`src/rtl/b_channel.sv`:
```
// AXI write-response stage: tracks issued write addresses in order,
// retires them on B handshakes, and flags read/write address hazards.
module b_channel #(
  parameter int DEPTH = 4,
  parameter int PTR_W = 2
) (
  input  logic             clk,
  input  logic             reset,
  input  logic             wr_issue,
  input  logic [31:0]      wr_issue_addr,
  output logic             wr_full,
  output logic [PTR_W:0]   wr_pending,
  input  logic [3:0]       bid,
  input  logic [1:0]       bresp,
  input  logic             bvalid,
  output logic             bready,
  output logic             data_sram_data_ok,
  output logic             bresp_err,
  input  logic [31:0]      rd_check_addr,
  output logic             rd_hazard
);

  localparam logic [PTR_W:0] FULL_CNT = (PTR_W+1)'(DEPTH);

  logic [DEPTH-1:0][29:0] addr_q, addr_d;
  logic [DEPTH-1:0]       vld_q, vld_d;
  logic [PTR_W-1:0]       wp_q, wp_d;
  logic [PTR_W-1:0]       rp_q, rp_d;
  logic [PTR_W:0]         cnt_q, cnt_d;
  logic                   ok_q, ok_d;
  logic                   err_q, err_d;

  logic push;
  logic pop;

  // response ID and byte offsets play no part in in-order matching
  logic unused_bits;
  assign unused_bits = ^{bid, wr_issue_addr[1:0], rd_check_addr[1:0]};

  assign wr_full           = (cnt_q == FULL_CNT);
  assign wr_pending        = cnt_q;
  assign bready            = (cnt_q != '0);
  assign data_sram_data_ok = ok_q;
  assign bresp_err         = err_q;

  assign push = wr_issue && !wr_full;
  assign pop  = bvalid && bready;

  always_comb begin
    addr_d = addr_q;
    vld_d  = vld_q;
    wp_d   = wp_q;
    rp_d   = rp_q;
    cnt_d  = cnt_q;
    ok_d   = pop;
    err_d  = err_q || (pop && (bresp != 2'b00));
    if (pop) begin
      vld_d[rp_q] = 1'b0;
      rp_d        = rp_q + 1'b1;
    end
    if (push) begin
      addr_d[wp_q] = wr_issue_addr[31:2];
      vld_d[wp_q]  = 1'b1;
      wp_d         = wp_q + 1'b1;
    end
    unique case (1'b1)
      push && !pop: cnt_d = cnt_q + 1'b1;
      pop && !push: cnt_d = cnt_q - 1'b1;
      default:      cnt_d = cnt_q;
    endcase
  end

  // table state only: a same-cycle push is not yet visible here
  always_comb begin
    rd_hazard = 1'b0;
    for (int i = 0; i < DEPTH; i++) begin
      if (vld_q[i] && (addr_q[i] == rd_check_addr[31:2])) begin
        rd_hazard = 1'b1;
      end
    end
  end

  always_ff @(posedge clk or negedge reset) begin
    if (!reset) begin
      addr_q <= '0;
      vld_q  <= '0;
      wp_q   <= '0;
      rp_q   <= '0;
      cnt_q  <= '0;
      ok_q   <= 1'b0;
      err_q  <= 1'b0;
    end else begin
      addr_q <= addr_d;
      vld_q  <= vld_d;
      wp_q   <= wp_d;
      rp_q   <= rp_d;
      cnt_q  <= cnt_d;
      ok_q   <= ok_d;
      err_q  <= err_d;
    end
  end

endmodule

```
`config.mk`:
```
export PLATFORM = sky130hd
export DESIGN_NAME = b_channel
export DESIGN_NICKNAME = d
export VERILOG_FILES = /design/src/rtl/b_channel.sv
export SDC_FILE = /design/constraint.sdc
export NUM_CORES = 1
export LEC_CHECK = 0
export ABC_AREA = 1
export ABC_CLOCK_PERIOD_IN_PS = 6050
export BUFFER_PORTS_ARGS = -buffer_cell sky130_fd_sc_hd__buf_4
export CAP_MARGIN = 20
export CORE_AREA = 2 2 121 123
export CTS_CLUSTER_SIZE = 28
export DETAILED_ROUTE_END_ITERATION = 8
export DIE_AREA = 0 0 123 125
export GPL_TIMING_DRIVEN = 1
export PLACE_DENSITY_LB_ADDON = 0.08
export SLEW_MARGIN = 20
export SYNTH_ARGS = -nofsm -noshare
export SYNTH_HDL_FRONTEND = slang
export SYNTH_SLANG_ARGS = --single-unit
export TNS_END_PERCENT = 20
```
`constraint.sdc`:
```
create_clock -name clk -period 6.05 [get_ports clk]
set_clock_uncertainty 0.05 [all_clocks]
set_input_delay 0.605 -clock clk [delete_from_list [all_inputs] [get_ports clk]]
set_output_delay 0.605 -clock clk [all_outputs]
set_load 0.02 [all_outputs]
```
==> run_results.csv <==
group,metric,value,unit
run_status,status,"finished clean",
worst_setup_path,regToRegSetupSlack,3.90,ns
synth,yosys.area.top_type_share,45.6,%
clock_network,cts_resized,0,
sta,rsz0062_at_grt,"false",
worst_hold_path,holdCritPathClass,"in -> async",
worst_setup_path,cp_max_fo,3,
routing,vias,6163,
global_route,grt_max_degree,72,
worst_setup_path,timing.reg2reg.worst_path_depth,10,
floorplanning,die_y,125,microns
routing,wl,18400,microns
sta,timing.final.hold_violations,0,
synth,ys_types,19,
routing,drt_first_iter_violations,431,
global_route,grt-ovfl-total,0,
worst_setup_path,critical_path.startpoint_type,"flop",
routing,first_pass_iters,5,
worst_setup_path,crit_slowest_cell,"o21ai_0",
worst_setup_path,crit_path_frequent_cell,"nor2_1",
clock_network,insertion_delay,0.42,ns
placement,gp_congestion,0.901,
power_and_ir_drop,cellLeakagePower,4.65,nW
power_and_ir_drop,swShare,37.9,%
worst_setup_path,crit_path_category,"reg -> out",
clock_network,cts_htree_levels,4,
synth,syn_nets,1108,
sta,maxClockFrequency,0.382,GHz
placement,cell_total_after_placement,1258,
floorplanning,row_count,44,
global_route,grt.total_usage,25.8,%
final_layout,antennaDiodeCount,0,
sta,finalSetupTns,0,ns
synth,netlist_area,0.00729,sq mm
clock_network,cts_buffer_depth,2,
clock_network,path_clk_slew,0.05,ns
worst_setup_path,crit_path_cell_trace,"o21ai_0, nor2_1, nand2_1, nor2_1, nand2_1, nor2_1, nor2_1, nand2_1, buf_4",
placement,place.detailed.hpwl,13100,microns
clock_network,ctsHoldBuffers,0,
synth,postSynthAreaPerCell,7.12,sq um
clock_network,cts_post_setup_buffers_inserted,0,
global_route,grt_antenna_before_repair,0,
final_layout,finished_cell_area,0.00847,sq mm
routing,wire_per_inst,14.3,microns
final_layout,mostFrequentLayoutCells,"nand2_1 (438), inv_1 (156), dfrtp_1 (133)",
final_layout,post_route_cells_drive_above_1_share,10.3,%
worst_setup_path,end_kind,"output port",
global_route,number_of_global_route_vias_before_repair,5881,
routing,remaining_drc_errors,0,
worst_setup_path,cp_data_required_time,5.39,ns
sta,timing.hold.ws,0.110,ns
final_layout,stdcell_count,1290,
power_and_ir_drop,internal_power,2.55,mW
worst_setup_path,crit-reg2reg-capture,"wr_pending[2]$_DFFE_PN0P_",
sta,setup_viol,0,
power_and_ir_drop,sequential_cell_fraction_of_total_power,39.3,%
placement,place_area,0.00782,sq mm
clock_network,tritoncts_clock_tree,"built",
power_and_ir_drop,fin_total_pwr,4.11,mW
worst_setup_path,critical_path_max_stage_delay,0.44,ns
power_and_ir_drop,power.ir.vdd_worst,275,uV
synth,synth_seq_cells,133,
synth,yosys_warnings,0,
sta,final.period_utilization,43.2,%
floorplanning,starting_density,51.3,%
sta,worstMarginPinSlew,0.901,ns
worst_setup_path,timing.rr.start,"wr_pending[0]$_DFFE_PN0P_",
final_layout,area_delta_synth_final,16.2,%
synth,synth_sequential_area_ratio,45.6,%
synth,synthTopCellsByArea,"dfrtp_1 (46%), nand2_1 (23%), inv_1 (8.0%)",
clock_network,cts-root-buf,"clkbuf_16",
sta,maxSlewHeadroom,39.9,%
sta,count_of_final_max_slew_check_failures,0,
final_layout,mostFrequentLayoutCell,"nand2_1",
flow_run,max-cap-violations,0,
global_route,grt_first_pass_wirelength,30000,microns
power_and_ir_drop,part_of_the_power_in_the_clock_network,27.7,%
routing,detail-route-antenna-nets,0,
sta,final_critical_path_required_period,2.61,ns
synth,cells_after_synthesis,1024,
power_and_ir_drop,total_switching_power,1.56,mW
power_and_ir_drop,power_per_cell_area,485,mW/mm^2
clock_network,cts_buffers,17,
synth,synthDominantAreaCellType,"dfrtp_1",
routing,vias_per_inst,4.78,
floorplanning,top_level_ports,82,
final_layout,nNetsFinal,1177,
power_and_ir_drop,power.combinational.fraction,33.0,%
worst_setup_path,crit_arrival,1.96,ns
floorplanning,placeableCoreArea,0.0142,sq mm
clock_network,tritoncts_num_sinks,133,
placement,placement.io_buffers,73,
floorplanning,die_width,123,microns
floorplanning,fp.dieArea,0.0154,sq mm
power groups by stage:
stage	registers [mW]	clock network, mW	logic [mW]
3_3_place_gp	1.61	0	1.33
3_5_place_dp	1.62	0	1.36
6_report	1.62	1.14	1.36
2_1_floorplan	1.55	0	1.07
5_1_grt	1.68	1.19	1.59
4_1_cts	1.62	1.15	1.37
registers in the layout, indices dropped and copies added, names as in the netlist:
register           cells
rp_q                   2
vld_q                  4
addr_q               120
wr_pending             3
data_sram_data_ok      1
bresp_err              1
wp_q                   2
cell families after synthesis:
family	Yosys count	synth area share (%)
compound gates	152	10.6
xor+xnor	17	2.04
buf+inv	180	11.6
simple gates	532	28.3
flops	133	45.6
fa+ha+maj	10	1.82
worst max-delay path by stage:
stage	startpoint	end	slack [ns]	cells after the start
after detailed placement	rd_check_addr[21]	rd_hazard	3.52	11
after CTS	addr_q[109]$_DFFE_PN0P_	rd_hazard	3.44	9
after global placement	rd_check_addr[21]	rd_hazard	3.53	11
after floorplan	wr_pending[0]$_DFFE_PN0P_	wr_pending[2]$_DFFE_PN0P_	3.75	10
after global routing	addr_q[10]$_DFFE_PN0P_	rd_hazard	3.31	10
final	addr_q[109]$_DFFE_PN0P_	rd_hazard	3.44	9
cell usage after synthesis (all sizes together):
cell    count
fa          1
inv       156
nor3        1
ha          9
xnor2       9
nor2       84
xor2        8
nand2     442
a21oi       1
o21ai     150
buf        24
o21bai      1
nand3       5
dfrtp     133
critical path: cells and delay by family, from the launching register on:
kind                   cells  cell delay (ns)
DFF                        1             0.40
buffers and inverters      1             0.16
and+or+nand+nor            7             0.54
AOI/OAI and AO/OA          1             0.44
layout make-up:
cell class / count / area (sq um)
Multi-Input combinational cell: 711 / 3120
Tap cell: 184 / 230
Timing Repair Buffer: 74 / 559
Inverter: 156 / 586
Fill cell: 1401 / 5730
Clock buffer: 19 / 443
Clock inverter: 13 / 205
Sequential cell: 133 / 3330
per-stage QoR:
stage / utilization (%) / worst slack [ns]
after CTS: 59.6 / 3.44
after detailed placement: 55.1 / 3.52
after global placement: 55.1 / 3.53
final: 59.6 / 3.44
after floorplan: - / 3.75
after global routing: 59.6 / 3.31
layer usage:
layer / GRT usage [%] / vias to the layer above / share of wire, %
li1: - / 3224 / -
met1: 35.0 / 2781 / 46
met2: 40.5 / 127 / 47
met3: 5.61 / 31 / 4.5
met4: 9.43 / 0 / 2.8
met5: 0 / - / 0
Note: power is estimated with default switching activity, not from simulation.
